### src/rtl/regbank_write_arbiter.sv
`default_nettype none
// ============================================================================
//  Module   : regbank_write_arbiter
//  Purpose  : Round-robin arbiter that shares the single write port of a
//             NUM x BITS enable-gated register bank among REQ requesters.
//             Arbitration is combinational; the bank-facing write stage is
//             registered (one cycle latency, one write per cycle sustained).
//  Ports    : clk, reset_n    - clock, synchronous active-low reset
//             hold            - suppresses any grant this cycle
//             req_valid/addr/data - flattened per-requester write requests
//             req_ready       - one-hot (or zero) combinational grant
//             wr_en/wr_data   - registered one-hot enable and data to bank
//             wr_valid/wr_err - registered accept / bad-address strobes
//             grant_id        - requester owning the current output stage
//             wr_count        - saturating count of accepted writes
//  Revision : 1.0 - initial release
// ============================================================================
module regbank_write_arbiter #(
  parameter int BITS   = 32,
  parameter int NUM    = 7,
  parameter int REQ    = 4,
  parameter int ADDR_W = 3
) (
  input  logic                   clk,
  input  logic                   reset_n,
  input  logic                   hold,
  input  logic [REQ-1:0]         req_valid,
  input  logic [REQ*ADDR_W-1:0]  req_addr,
  input  logic [REQ*BITS-1:0]    req_data,
  output logic [REQ-1:0]         req_ready,
  output logic [NUM-1:0]         wr_en,
  output logic [BITS-1:0]        wr_data,
  output logic                   wr_valid,
  output logic                   wr_err,
  output logic [$clog2(REQ)-1:0] grant_id,
  output logic [15:0]            wr_count
);

  localparam int              PTR_W     = $clog2(REQ);
  localparam logic [15:0]     COUNT_MAX = 16'hFFFF;
  localparam logic [NUM-1:0]  EN_ONE    = NUM'(1);
  localparam logic [PTR_W-1:0] PTR_LAST = PTR_W'(REQ - 1);

  // --------------------------------------------------------------------------
  // Per-requester views of the flattened request buses
  // --------------------------------------------------------------------------
  logic [ADDR_W-1:0] addr_arr [REQ];
  logic [BITS-1:0]   data_arr [REQ];

  for (genvar g = 0; g < REQ; g++) begin : g_unpack
    assign addr_arr[g] = req_addr[g*ADDR_W +: ADDR_W];
    assign data_arr[g] = req_data[g*BITS +: BITS];
  end

  // --------------------------------------------------------------------------
  // State
  // --------------------------------------------------------------------------
  logic [PTR_W-1:0] rr_ptr_q,   rr_ptr_d;
  logic [NUM-1:0]   wr_en_q,    wr_en_d;
  logic [BITS-1:0]  wr_data_q,  wr_data_d;
  logic             wr_valid_q, wr_valid_d;
  logic             wr_err_q,   wr_err_d;
  logic [PTR_W-1:0] grant_id_q, grant_id_d;
  logic [15:0]      wr_count_q, wr_count_d;

  // --------------------------------------------------------------------------
  // Round-robin arbitration
  // --------------------------------------------------------------------------
  logic [REQ-1:0]    eligible;
  logic [REQ-1:0]    grant_vec;
  logic [PTR_W-1:0]  grant_idx;
  logic [PTR_W-1:0]  cand_idx;
  int                cand;
  logic              xfer;

  always_comb begin
    eligible  = (reset_n && !hold) ? req_valid : '0;
    grant_vec = '0;
    grant_idx = '0;
    cand      = 0;
    cand_idx  = '0;
    // Walk offsets from farthest to nearest so the eligible requester
    // closest to rr_ptr is the last one written and therefore wins.
    for (int k = REQ - 1; k >= 0; k--) begin
      cand = int'(rr_ptr_q) + k;
      if (cand >= REQ) begin
        cand = cand - REQ;
      end
      cand_idx = PTR_W'(cand);
      if (eligible[cand_idx]) begin
        grant_vec           = '0;
        grant_vec[cand_idx] = 1'b1;
        grant_idx           = cand_idx;
      end
    end
  end

  // A grant is only ever issued to a valid requester, so any grant is a transfer.
  assign xfer = |grant_vec;

  // --------------------------------------------------------------------------
  // Next-state for pointer and output stage
  // --------------------------------------------------------------------------
  logic [ADDR_W-1:0] sel_addr;
  logic              addr_ok;

  assign sel_addr = addr_arr[grant_idx];
  assign addr_ok  = ({{(32-ADDR_W){1'b0}}, sel_addr} < NUM);

  always_comb begin
    rr_ptr_d   = rr_ptr_q;
    wr_en_d    = '0;
    wr_err_d   = 1'b0;
    wr_valid_d = xfer;
    wr_data_d  = wr_data_q;
    grant_id_d = grant_id_q;
    wr_count_d = wr_count_q;
    if (xfer) begin
      rr_ptr_d   = (grant_idx == PTR_LAST) ? '0 : grant_idx + 1'b1;
      wr_data_d  = data_arr[grant_idx];
      grant_id_d = grant_idx;
      // Out-of-range addresses are still accepted and counted, but must
      // never touch the bank.
      wr_en_d    = addr_ok ? (EN_ONE << sel_addr) : '0;
      wr_err_d   = !addr_ok;
      if (wr_count_q != COUNT_MAX) begin
        wr_count_d = wr_count_q + 16'd1;
      end
    end
  end

  always_ff @(posedge clk) begin
    if (!reset_n) begin
      rr_ptr_q   <= '0;
      wr_en_q    <= '0;
      wr_data_q  <= '0;
      wr_valid_q <= 1'b0;
      wr_err_q   <= 1'b0;
      grant_id_q <= '0;
      wr_count_q <= '0;
    end else begin
      rr_ptr_q   <= rr_ptr_d;
      wr_en_q    <= wr_en_d;
      wr_data_q  <= wr_data_d;
      wr_valid_q <= wr_valid_d;
      wr_err_q   <= wr_err_d;
      grant_id_q <= grant_id_d;
      wr_count_q <= wr_count_d;
    end
  end

  // --------------------------------------------------------------------------
  // Outputs
  // --------------------------------------------------------------------------
  assign req_ready = grant_vec;
  assign wr_en     = wr_en_q;
  assign wr_data   = wr_data_q;
  assign wr_valid  = wr_valid_q;
  assign wr_err    = wr_err_q;
  assign grant_id  = grant_id_q;
  assign wr_count  = wr_count_q;

endmodule
`default_nettype wire

### config.mk
export PLATFORM = sky130hd
export DESIGN_NAME = regbank_write_arbiter
export DESIGN_NICKNAME = d
export VERILOG_FILES = /design/src/rtl/regbank_write_arbiter.sv
export SDC_FILE = /design/constraint.sdc
export NUM_CORES = 1
export LEC_CHECK = 0
export ABC_CLOCK_PERIOD_IN_PS = 4300
export BUFFER_PORTS_ARGS = -buffer_cell sky130_fd_sc_hd__buf_2
export CAP_MARGIN = 20
export CORE_AREA = 5 5 105 107
export DETAILED_ROUTE_END_ITERATION = 8
export DIE_AREA = 0 0 110 112
export GPL_ROUTABILITY_DRIVEN = 0
export PLACE_DENSITY_LB_ADDON = 0.25
export SLEW_MARGIN = 20
export SYNTH_ARGS = -nofsm -noshare
export SYNTH_HDL_FRONTEND = slang
export SYNTH_SLANG_ARGS = --single-unit
### constraint.sdc
create_clock -name clk -period 4.3 [get_ports clk]
set_input_delay 0.215 -clock clk [delete_from_list [all_inputs] [get_ports clk]]
set_output_delay 0.215 -clock clk [all_outputs]
set_load 0.01 [all_outputs]
-- Word level (Yosys, flattened, before mapping)
Index checks and enable logic that the tools add are counted.
- shift operators: 1
- add/sub/neg operators: 9
- reductions and logical operators: 11
- $lt $le $gt $ge: 14
- equality and inequality tests: 2
- multiplexer cells: 36
- bitwise gates (word level): 1
- operators with widths (kind ; count):
    binary-select mux 32 bit (select 2 bit) ; 1
    2-to-1 mux 32 bit ; 2
    2-to-1 mux 4 bit ; 5
    2-to-1 mux 2 bit ; 9
    adder 16 x 1 -> 16 bit (second input constant) ; 1
    inequality test 16 bit (second input constant) ; 1
    >= comparator 3 bit (second input constant) ; 4
    less-than comparator 2 x 3 -> 1 bit (second input constant) ; 4
    binary-select mux 1 bit (select 2 bit) ; 4
    demux 1 bit (select 2 bit) ; 4
    >= comparator 2 x 1 -> 1 bit (second input constant) ; 4
    2-to-1 mux 1 bit ; 8
    subtractor 2 x 1 -> 2 bit (second input constant) ; 4
    left shift 1 x 3 -> 7 bit (first input constant) ; 1
    adder 2 x 2 -> 3 bit (second input constant) ; 2
    binary-select mux 3 bit (select 2 bit) ; 1
    2-to-1 mux 3 bit ; 2
    logical AND 1 bit ; 5
    AND reduction 2 bit ; 2
    OR reduction 4 bit ; 1
    adder 2 x 1 -> 3 bit (second input constant) ; 1
    >= comparator 2 x 3 -> 1 bit (second input constant) ; 1
    less-than comparator 3 bit (second input constant) ; 1
    inverter 2 -> 3 bit ; 1
    4 further kinds ; 5
- logic and storage cells: 81
- input bits: 147
- register bits: 61

-- Depth between registers and ports, before layout
Gate-level depths: netlist (run 1).
- word-level depth: 15
- mapped depth: 12
- depth with buffers taken out: 10

-- Worst setup path before layout (run 1)
No wires, ideal clock.
- path type: reg-to-reg
- start point: register rr_ptr_q[0]
- end point: register wr_count_q[6], in the netlist wr_count[6]
- cell stages (with the launch flop): 12
- clock period less this slack: 2.959 ns
- data arrival time: 2.829 ns
- data required time: 4.170 ns
- slack: 1.341 ns
- buffers on the path: 2
- cells stage by stage: dfxtp_1 -> buf_4 -> inv_1 -> ha_1 -> nor3b_1 -> a2bb2oi_1 -> nand3_1 -> a41oi_2 -> o41ai_2 -> buf_4 -> nor2_1 -> mux2i_1
- cells in the longest elaborated chain, start to end: 13
- RTL lines (element ; RTL line ; source):
    start: declaration ; 58 ; logic [PTR_W-1:0] rr_ptr_q, rr_ptr_d;
    start signal: assignment ; 142 ; rr_ptr_q <= rr_ptr_d;
    adder 2 x 2 -> 3 bit ; 85 ; cand = int'(rr_ptr_q) + k;
    >= comparator 3 bit or subtractor 2 x 1 -> 2 bit (tied branches) ; 86, 87 ;
    2-to-1 mux 2 bit ; 86 ; if (cand >= REQ) begin
    less-than comparator 2 x 3 -> 1 bit (implied by the code) or >= comparator 2 x 1 -> 1 bit (tied branches) ; 92 ; grant_vec[cand_idx] = 1'b1;
    logical AND 1 bit (implied by the code) ; 92 ;
    2-to-1 mux 1 bit (implied by the code) ; 92 ;
    demux 1 bit (select 2 bit) ; 92 ;
    2-to-1 mux 4 bit (3 in series) ; 90 ; if (eligible[cand_idx]) begin
    2-to-1 mux 4 bit (*) ; 90 ;
    via req_ready[0] ; 30 ; output logic [REQ-1:0] req_ready,
    OR reduction 4 bit (*) ; 99 ; assign xfer = |grant_vec;
    AND reduction 2 bit (no source line) (*) ; -- ;
    end signal: assignment ; 148 ; wr_count_q <= wr_count_d;
    end: declaration ; 64 ; logic [15:0] wr_count_q, wr_count_d;
Mark *: on every way through the listed nets, which the timed path passes. The rest lies on a longest branch. The select of a mux whose other input is x is not followed.
A chain may end at the register's enable or synchronous reset.

-- Worst setup path after layout (run 1)
- start point: register rr_ptr_q[0]
- end point: register wr_en_q[3], in the netlist wr_en[3]
- cells in the longest elaborated chain, start to end: 15
- RTL lines (element ; RTL line ; source):
    adder 2 x 2 -> 3 bit ; 85 ;
    >= comparator 3 bit or subtractor 2 x 1 -> 2 bit (tied branches) ; 86, 87 ;
    2-to-1 mux 2 bit ; 86 ;
    binary-select mux 1 bit (select 2 bit) ; 90 ;
    2-to-1 mux 1 bit (implied by the code) ; 90 ;
    2-to-1 mux 2 bit (4 in series) ; 90 ;
    inverter 2 -> 3 bit (implied by the code) ; 107 ; assign sel_addr = addr_arr[grant_idx];
    binary-select mux 3 bit (select 2 bit) ; 107 ;
    2-to-1 mux 3 bit (implied by the code) (2 in series) ; 107 ;
    less-than comparator 3 bit ; 108 ; assign addr_ok = ({{(32-ADDR_W){1'b0}}, sel_addr} < NUM);
    AND reduction 3 bit (no source line) ; -- ;
    end signal: assignment ; 143 ; wr_en_q <= wr_en_d;
    end: declaration ; 59 ; logic [NUM-1:0] wr_en_q, wr_en_d;
Parallel ways exist; a longest one is shown, timed or not. The select of a mux whose other input is x is not followed.

==> results of run 1 <==
registers in the layout (all words and copies together), names as in the netlist:
signal and cells:
grant_id 2, wr_err 1, wr_en 7, rr_ptr_q 2, wr_count 16, wr_valid 1
wr_data 32
layout make-up:
| class | count | area [um2] | share of cell area |
|---|---|---|---|
| multi-input combinational | 387 | 2490 | 0.472 |
| sequential | 61 | 1220 | 0.231 |
| timing repair buffer | 221 | 1170 | 0.222 |
| tap | 136 | 170 | 0.0322 |
| clock buffer | 11 | 141 | 0.0268 |
| clock inverter | 4 | 48.8 | 0.00925 |
| inverter | 8 | 30.0 | 0.00569 |
placed cells by master (no fill, tap or decap), types with 5 or more instances in the layout:
master,netlist,final
inv_1,6,6
nor3_1,5,5
a211oi_1,35,35
nor2_1,10,10
nand2_1,122,122
dfxtp_1,61,61
ha_1,9,9
buf_2,10,209
a21oi_1,44,44
a311o_1,32,32
and3_1,40,40
mux2i_1,9,9
nand3_1,15,15
buf_4,5,9
nor3b_1,5,5
clkbuf_8,0,10
where the power goes:
group          switching (mW)  leakage [nW]  internal [mW]
combinational           0.885          1.88          0.626
sequential              0.120         0.500          0.741
clock                   0.222        0.0992          0.280
through the flow:
stage               hold slack, ns  instances  setup slack (ns)
finish                       0.273        828             0.636
global route                 0.279        828             0.352
CTS                          0.256        828             0.657
detailed placement           0.441        813             0.689
global placement             0.436        813             0.796
floorplan                    0.476        497              1.34
Yosys cell counts, drive strengths merged, types with 4 or more instances:
library cell  instances  share of area
a41oi                 4          0.017
nor3b                 5         0.0096
mux2i                10          0.027
o211ai                6          0.014
a21oi                44          0.056
nand3                15          0.019
o31ai                 4         0.0077
and3                 40          0.064
inv                   7         0.0067
and3b                 5          0.012
buf                  15          0.022
a211oi               35          0.067
clkbuf               26          0.025
nor3                  5         0.0064
nand2               124           0.12
nor2                 10         0.0096
ha                    9          0.029
a311o                32          0.082
dfxtp                61           0.31
or4                   4         0.0077
kinds of logic (layout without fill, tap and decap cells):
| kind of cell | Yosys count | count (layout) | share of synthesized area |
|---|---|---|---|
| fa+ha+maj | 9 | 9 | 0.0289 |
| mux | 14 | 14 | 0.0430 |
| flops | 61 | 61 | 0.313 |
| simple gates | 221 | 221 | 0.276 |
| compound gates | 142 | 142 | 0.282 |
| xor+xnor | 1 | 1 | 0.00224 |
| buf+inv | 49 | 244 | 0.0551 |
final timing paths:
path | startpoint | to | slack (ns) | cells past startpoint
worst max-delay path | rr_ptr_q[0]$_SDFFE_PN0P_ | wr_en[3]$_SDFF_PP0_ | 0.64 | 11
worst min register to register | wr_data[22]$_SDFFE_PN0P_ | wr_data[22]$_SDFFE_PN0P_ | 0.45 | 2
worst min-delay path | req_data[49] | wr_data[17]$_SDFFE_PN0P_ | 0.27 | 4
worst max register to register | rr_ptr_q[0]$_SDFFE_PN0P_ | wr_en[3]$_SDFF_PP0_ | 0.64 | 11
critical path, delay by kind of cell, from the launching register on:
kind / cells / cell delay (ns)
AO/OA/AOI/OAI: 4 / 0.93
buffers and inverters: 3 / 0.85
AND/OR/NAND/NOR: 3 / 0.72
flip-flops: 1 / 0.67
adder cells (fa/ha/maj): 1 / 0.41
per-layer routing:
metal  global-route usage  vias up  share of wire
li1                     -     2222              -
met1                0.265     2112           0.42
met2                0.381      170           0.50
met3               0.0417       13          0.068
met4               0.0623        0          0.012
met5                    0        -              0
==> summary.txt, run 1 <==
Yosys
  • Syn_nets: 653
  • Synth Register Bits: 61
  • Yosys cell types: 53
  • Post-synthesis cell count: 497
  • Top_reg_cell synth: dfxtp_1
  • Synth Area per Inst: 7.85 um2
  • Post-synth EDFFs: 0
  • Sequential share of the synthesized area: 0.313
  • Netlist Area Pre-Place: 0.00390 mm2
  • Post-synth ARST share: 0
  • Ys Warns: 0

Route
  • DRC: 0
  • Total number of vias: 4517
  • Antenna viol nets, final: 0
  • Wirelength per Cell: 16.7 um
  • Drt pass-1 iters: 4
  • Total wire length: 13.8 mm
  • Initial drt markers: 299
  • Vias per inst: 5.46

STA
  • Worst-Margin Slew: 0.723 ns
  • Setup TNS Final: 0 ns
  • Final hold viol count: 0
  • Final setup vio count: 0
  • RSZ-0062 raised after global routing: no
  • Fmax: 273 MHz
  • Clk_skew: 0.0141 ns
  • Post-layout min period: 3.66 ns
  • Period utilization: 0.852
  • Relative slew slack: 0.508
  • Pins Over Slew Limit: 0

Global route
  • Initial antenna violation count: 0
  • Largest net degree at the start of global routing: 57
  • Vias in the first global route: 4383
  • Global-route wire length before repair: 21.6 mm
  • GRT Resource Usage Total: 0.217
  • Total grt overflow: 0

Clock network
  • Post-CTS Hold Fix Bufs: 0
  • Cts repair resizes: 0
  • Clock Sinks: 61
  • TritonCTS clock tree: yes
  • Maximum clock insertion buffer count: 2
  • Reg clk slew, reported paths: 0.07 ns
  • Worst-Skew Late Latency: 0.33 ns
  • Clk root buf: clkbuf_8
  • H-tree depth: 3
  • Post-CTS setup repair buffer count: 0
  • Num CTS Buffers: 9

Die
  • Initial Util: 0.388
  • Die Y: 112 um
  • Core Box Area: 0.0100 mm2
  • Row count: 37
  • # IOs: 210
  • DIE WIDTH: 110 um
  • Die ar.: 0.0123 mm2

Critical path
  • Max incr delay on CP: 0.67 ns
  • Crit path max fanout: 18
  • WP data arrival: 3.90 ns
  • CP max-delay cell: dfxtp_1
  • Worst setup SP type: flip-flop
  • CP Cell Sequence: inv_1, ha_1, nor3b_1, a22o_1, a221oi_4, buf_4, and2_1, buf_4, o211ai_1, a21oi_1, nor3b_1
  • Setup Crit Path Kind: reg2reg
  • Endpoint class of the critical path: flip-flop
  • Worst path required time: 4.54 ns

Cells and area
  • ANT cells: 0
  • Layout cells sized above 1: 0.373
  • Finished layout cell area: 0.00528 mm2
  • P&R area growth vs syn: 35.2%
  • Layout Nets: 844
  • Fillers: 1023
  • Final core utilization: 0.525

Power and ir drop
  • PD cells: 544 mW/mm2
  • Total power: 2.87 mW
  • LEAKAGE: 2.48 nW
  • Peak supply drop: 0.262 mV

Place
  • Placed inst area: 0.00509 mm2
  • Buffers on Ports: 209
  • HPWL Detailed: 10.3 mm

Min path
  • Worst hold path class: in2reg

Status
  • Outcome: finished clean

Run
  • # Max-Cap Violations: 0
Power figures use the tool's default switching activity.
==> run 2, diff against run 1 <==
ABC_AREA = 1   (was default)
CORE_AREA = 5 5 112 114   (was 5 5 105 107)
DIE_AREA = 0 0 117 119   (was 0 0 110 112)
==> summary.txt, run 2 <==
Place
  • Post-Place Setup Slack: 0.875 ns
  • Buffers on Ports: 209
  • HPWL Detailed: 10.5 mm

Yosys
  • Synth top area cells: dfxtp_1 (28%), nand2_1 (16%), a21oi_1 (7.2%)
  • Post-synthesis cell count: 710
  • Netlist Area Pre-Place: 0.00443 mm2
  • Post-synth ARST share: 0
  • Post-synth EDFFs: 0
  • Syn_nets: 866
  • Yosys cell types: 37
  • Synth Area per Inst: 6.24 um2
  • Synth Register Bits: 61
  • Sequential share of the synthesized area: 0.276
  • Ys Warns: 0
  • Top cell type's share of synthesized area: 0.276
  • Cell with the most instances after synthesis: nand2_1
  • Top_reg_cell synth: dfxtp_1
  • Most instantiated cells after synthesis: nand2_1 (188), nor2_1 (81), inv_1 (68)
  • Yosys top cell by area: dfxtp_1

Die
  • Core Box Area: 0.0113 mm2
  • Die ar.: 0.0139 mm2
  • # IOs: 210
  • Die Y: 119 um
  • Initial Util: 0.391
  • DIE WIDTH: 117 um
  • Row count: 39

Route
  • Initial drt markers: 235
  • Drt pass-1 iters: 5
  • Wirelength per Cell: 13.5 um
  • Total number of vias: 5052
  • DRC: 0
  • Antenna viol nets, final: 0
  • Vias per inst: 4.85
  • Total wire length: 14.1 mm

STA
  • Fmax: 295 MHz
  • RSZ-0062 raised after global routing: no
  • Period utilization: 0.788
  • Post-layout min period: 3.39 ns
  • Clk_skew: 0.00950 ns
  • Setup TNS Final: 0 ns
  • Relative slew slack: 0.400
  • Final hold viol count: 0
  • Worst-Margin Slew: 0.899 ns
  • Final worst setup slack: 0.914 ns
  • Pins Over Slew Limit: 0
  • Final setup vio count: 0

Cells and area
  • Commonest non-fill, non-tap cells in the layout: buf_2 (209), nand2_1 (188), nor2_1 (81), inv_1 (68), a21oi_1 (64)
  • P&R area growth vs syn: 29.4%
  • Fillers: 1233
  • Layout cells sized above 1: 0.312
  • Largest register FFs: 32
  • Layout Nets: 1049
  • ANT cells: 0
  • Commonest non-fill, non-tap cell in the layout: buf_2

Power and ir drop
  • Clock share of power: 0.132
  • Peak supply drop: 0.944 mV
  • Net Sw Frac: 0.549
  • Internal: 2.33 mW
  • NetSw: 2.83 mW
  • Comb power frac: 0.700
  • Sequential power share: 0.167
  • PD cells: 899 mW/mm2
  • LEAKAGE: 3.04 nW

Clock network
  • Clk root buf: clkbuf_16
  • H-tree depth: 3
  • Worst-Skew Late Latency: 0.32 ns
  • Maximum clock insertion buffer count: 2
  • Cts repair resizes: 0
  • Num CTS Buffers: 9
  • Post-CTS Hold Fix Bufs: 0
  • TritonCTS clock tree: yes
  • Clock Sinks: 61
  • Post-CTS setup repair buffer count: 0
  • Reg clk slew, reported paths: 0.05 ns

Critical path
  • Crit path max fanout: 38
  • Worst setup SP type: flip-flop
  • Worst path required time: 4.50 ns
  • WP data arrival: 3.59 ns
  • Endpoint class of the critical path: flip-flop
  • Setup Crit Path Kind: reg2reg

Global route
  • Global-route wire length before repair: 22.3 mm
  • Largest net degree at the start of global routing: 79
  • GRT Resource Usage Total: 0.198
  • Total grt overflow: 0
  • Vias in the first global route: 4685
  • Initial antenna violation count: 0

Run
  • # Max-Cap Violations: 0

Status
  • Outcome: finished clean

Min path
  • Worst hold path class: in2reg
==> run 2: worst paths after layout <==
| path | start | to | slack (ns) | cells past startpoint |
|---|---|---|---|---|
| hold / removal | req_data[24] | wr_data[24]$_SDFFE_PN0P_ | 0.22 | 5 |
| hold reg to reg | wr_data[16]$_SDFFE_PN0P_ | wr_data[16]$_SDFFE_PN0P_ | 0.47 | 2 |
| setup reg to reg | rr_ptr_q[0]$_SDFFE_PN0P_ | wr_en[1]$_SDFF_PP0_ | 0.91 | 15 |
| setup / recovery | rr_ptr_q[0]$_SDFFE_PN0P_ | wr_en[1]$_SDFF_PP0_ | 0.91 | 15 |
==> run 2: critical path: stages, from the launching register on <==
cell and delay [ns]:
dfxtp_1 0.64, inv_4 0.13, ha_1 0.36, inv_1 0.08, nand3_1 0.16, nand2_2 0.14, nand2_1 0.10, nand2_1 0.06
nand2_2 0.24, nand2_4 0.29, inv_2 0.55, nand2_1 0.10, nand3_1 0.13, nand2_1 0.07, nand2_1 0.13, nor2_1 0.08
==> run 2: layout make-up <==
cell class	instances	area, um2	area share
Multi-Input combinational cell	533	2680	0.468
Sequential cell	61	1220	0.213
Timing Repair Buffer	213	1080	0.188
Inverter	75	284	0.0496
Clock buffer	11	253	0.0441
Tap cell	143	179	0.0312
Clock inverter	5	35.0	0.00611
==> run 2: cells by family (layout without fill, tap and decap cells) <==
kind of cell,count (synthesis),in the layout,share of synthesized area
buffers and inverters,116,304,0.122
AO/OA/AOI/OAI,130,130,0.160
flip-flops,61,61,0.276
AND/OR/NAND/NOR,381,381,0.392
XOR/XNOR,13,13,0.0257
adder cells (fa/ha/maj),9,9,0.0254
==> run 2: layer usage <==
layer,part of all wire,track usage,vias up
li1,-,-,2635
met1,0.43,0.246,2242
met2,0.49,0.333,165
met3,0.075,0.0553,10
met4,0.0097,0.0516,0
met5,0,0,-
==> run 2: power by group through the flow <==
stage                     Sequential [mW]  Combinational (mW)  Clock, mW
after floorplan                     0.920                2.97          0
after global placement              0.868                3.61          0
after detailed placement            0.870                3.65          0
after CTS                           0.862                3.65      0.699
after global routing                0.882                4.15      0.722
final                               0.862                3.61      0.682
==> run 2: stage by stage <==
stage	cell area, um2	utilization	std cells	hold slack [ns]	total power [mW]
2_1_floorplan	4430	-	710	0.434	3.89
3_3_place_gp	5440	0.481	1025	0.456	4.47
3_5_place_dp	5440	0.481	1025	0.463	4.52
4_1_cts	5730	0.506	1041	0.208	5.21
5_1_grt	5730	0.506	1041	0.242	5.76
6_report	5730	0.506	1041	0.218	5.15
==> run 3, diff against run 2 <==
ABC_CLOCK_PERIOD_IN_PS = 2900   (was 4300)
clock period = 2.9 ns   (was 4.3 ns; I/O delays follow)
==> summary.txt, run 3 (synthesized netlist as in run 2, its figures left out) <==
Cells and area
  • Largest register FFs: 32
  • P&R area growth vs syn: 32.7%
  • Commonest non-fill, non-tap cell in the layout: buf_2
  • Layout cells sized above 1: 0.317
  • Storage cell area: 0.00122 mm2
  • Multi-input logic area: 0.00268 mm2
  • Fillers: 1204
  • Layout Nets: 1059
  • ANT cells: 0
  • Finished layout cell area: 0.00588 mm2
  • Finished Layout Cells: 1051
  • Commonest non-fill, non-tap cells in the layout: buf_2 (209), nand2_1 (188), nor2_1 (81), inv_1 (68), a21oi_1 (64)

Die
  • Die ar.: 0.0139 mm2
  • Die Y: 119 um
  • DIE WIDTH: 117 um
  • Initial Util: 0.391
  • Row count: 39
  • # IOs: 210
  • Core Box Area: 0.0113 mm2

Critical path
  • Worst path required time: 3.07 ns
  • Worst r2r src: rr_ptr_q[0]$_SDFFE_PN0P_
  • Crit path top cell by count: nand2_1
  • Worst setup SP type: flip-flop
  • CP Cell Sequence: inv_4, ha_1, inv_1, nand3_1, nand2_2, nand2_1, nand2_1, nand2_2, nand2_4, buf_6, nand2_1, nand3_1, nand2_1, nand2_1, a21oi_1
  • WP data arrival: 2.81 ns
  • Cell family with most CP delay: simple AND/OR/NAND/NOR gates
  • Max incr delay on CP: 0.37 ns
  • Crit. Startpoint: rr_ptr_q[0]$_SDFFE_PN0P_
  • CP Buf/Inv Count: 3
  • Setup Crit Path Kind: reg2reg
  • Crit path max fanout: 44
  • Endpoint class of the critical path: flip-flop
  • CP max-delay cell: dfxtp_1

Global route
  • Global-route wire length before repair: 22.7 mm
  • GRT Resource Usage Total: 0.202
  • Vias in the first global route: 4734
  • Initial antenna violation count: 0
  • Total grt overflow: 0
  • Largest net degree at the start of global routing: 52

Place
  • HPWL Detailed: 10.6 mm
  • Buffers on Ports: 209
  • Post-Place Setup Slack: 0.153 ns
  • Cells after DPL: 1035
  • Placed inst area: 0.00553 mm2

STA
  • Final worst setup slack: 0.266 ns
  • Period utilization: 0.908
  • Fmax: 380 MHz
  • Clk_skew: 0.00452 ns
  • Setup TNS Final: 0 ns
  • Final hold viol count: 0
  • Relative slew slack: 0.386
  • RSZ-0062 raised after global routing: no
  • Worst-Margin Slew: 0.919 ns
  • Pins Over Slew Limit: 0
  • Post-layout min period: 2.63 ns
  • Worst Hold Slack: 0.141 ns
  • Final setup vio count: 0

Power and ir drop
  • PD cells: 1380 mW/mm2
  • Peak supply drop: 0.839 mV
  • LEAKAGE: 3.11 nW

Route
  • Vias per inst: 4.78
  • Initial drt markers: 197
  • Wirelength per Cell: 13.3 um
  • Drt pass-1 iters: 4
  • Antenna viol nets, final: 0
  • Total wire length: 13.9 mm
  • DRC: 0
  • Total number of vias: 5027

Clock network
  • Clk root buf: clkbuf_16
  • Worst-Skew Late Latency: 0.34 ns
  • Num CTS Buffers: 9
  • TritonCTS clock tree: yes
  • H-tree depth: 3
  • Reg clk slew, reported paths: 0.05 ns
  • Maximum clock insertion buffer count: 2
  • Clock Sinks: 61

Min path
  • Worst hold path class: in2reg
  • Hold_sp: req_data[5]

Run
  • # Max-Cap Violations: 0

Status
  • Outcome: finished clean
run 3: cell count changes in the layout (fill, tap and decap cells not counted), sizes merged:
cell	change
clkbuf	+2
buf	+10
clkinv	-4
bufinv	+2
run 3: power breakdown:
group | switching (mW) | leakage, nW | internal (mW)
clock network | 0.370 | 0.156 | 0.799
logic | 3.73 | 2.46 | 1.95
registers | 0.124 | 0.503 | 1.12
total | 4.23 | 3.11 | 3.87
run 3: path summary, 6_finish.rpt:
kind                                                 end  slack, ns  cells past startpoint
worst max-delay path            wr_data[11]$_SDFFE_PN0P_       0.27                     15
worst min-delay path             wr_data[5]$_SDFFE_PN0P_       0.14                      5
worst min register to register  wr_data[10]$_SDFFE_PN0P_       0.46                      2
worst max register to register  wr_data[11]$_SDFFE_PN0P_       0.27                     15
run 3: through the flow:
stage | util | power (mW)
detailed placement | 0.489 | 6.93
CTS | 0.518 | 8.13
global route | 0.519 | 9.09
finish | 0.519 | 8.10
floorplan | - | 5.77
global placement | 0.489 | 6.88
run 3: layout make-up:
type                       instances  share of cell area
inverter                          75              0.0487
clock inverter                     3              0.0115
sequential                        61               0.208
multi-input combinational        533               0.457
timing repair buffer             223               0.201
clock buffer                      13              0.0443
tap                              143              0.0304
run 3: metal layers:
metal | wire (um) | GRT usage | vias up | share of wire
met4 | 182 | 0.0638 | 0 | 0.013
li1 | - | - | 2658 | -
met1 | 5950 | 0.249 | 2209 | 0.43
met5 | 0 | 0 | - | 0
met2 | 6860 | 0.335 | 150 | 0.49
met3 | 941 | 0.0583 | 10 | 0.068
run 3: repair_timing:
item,4_1_cts,5_1_grt
resized for setup,0,6
buffers inserted,0,0
endpoints found under the setup margin,0,40
hold buffers,0,0
run 3: tightest hold or removal path, stage by stage:
cell     delay, ns
buf_2         0.07
o21ai_0       0.07
nand2_1       0.06
nor2_1        0.03
nor2_1        0.06
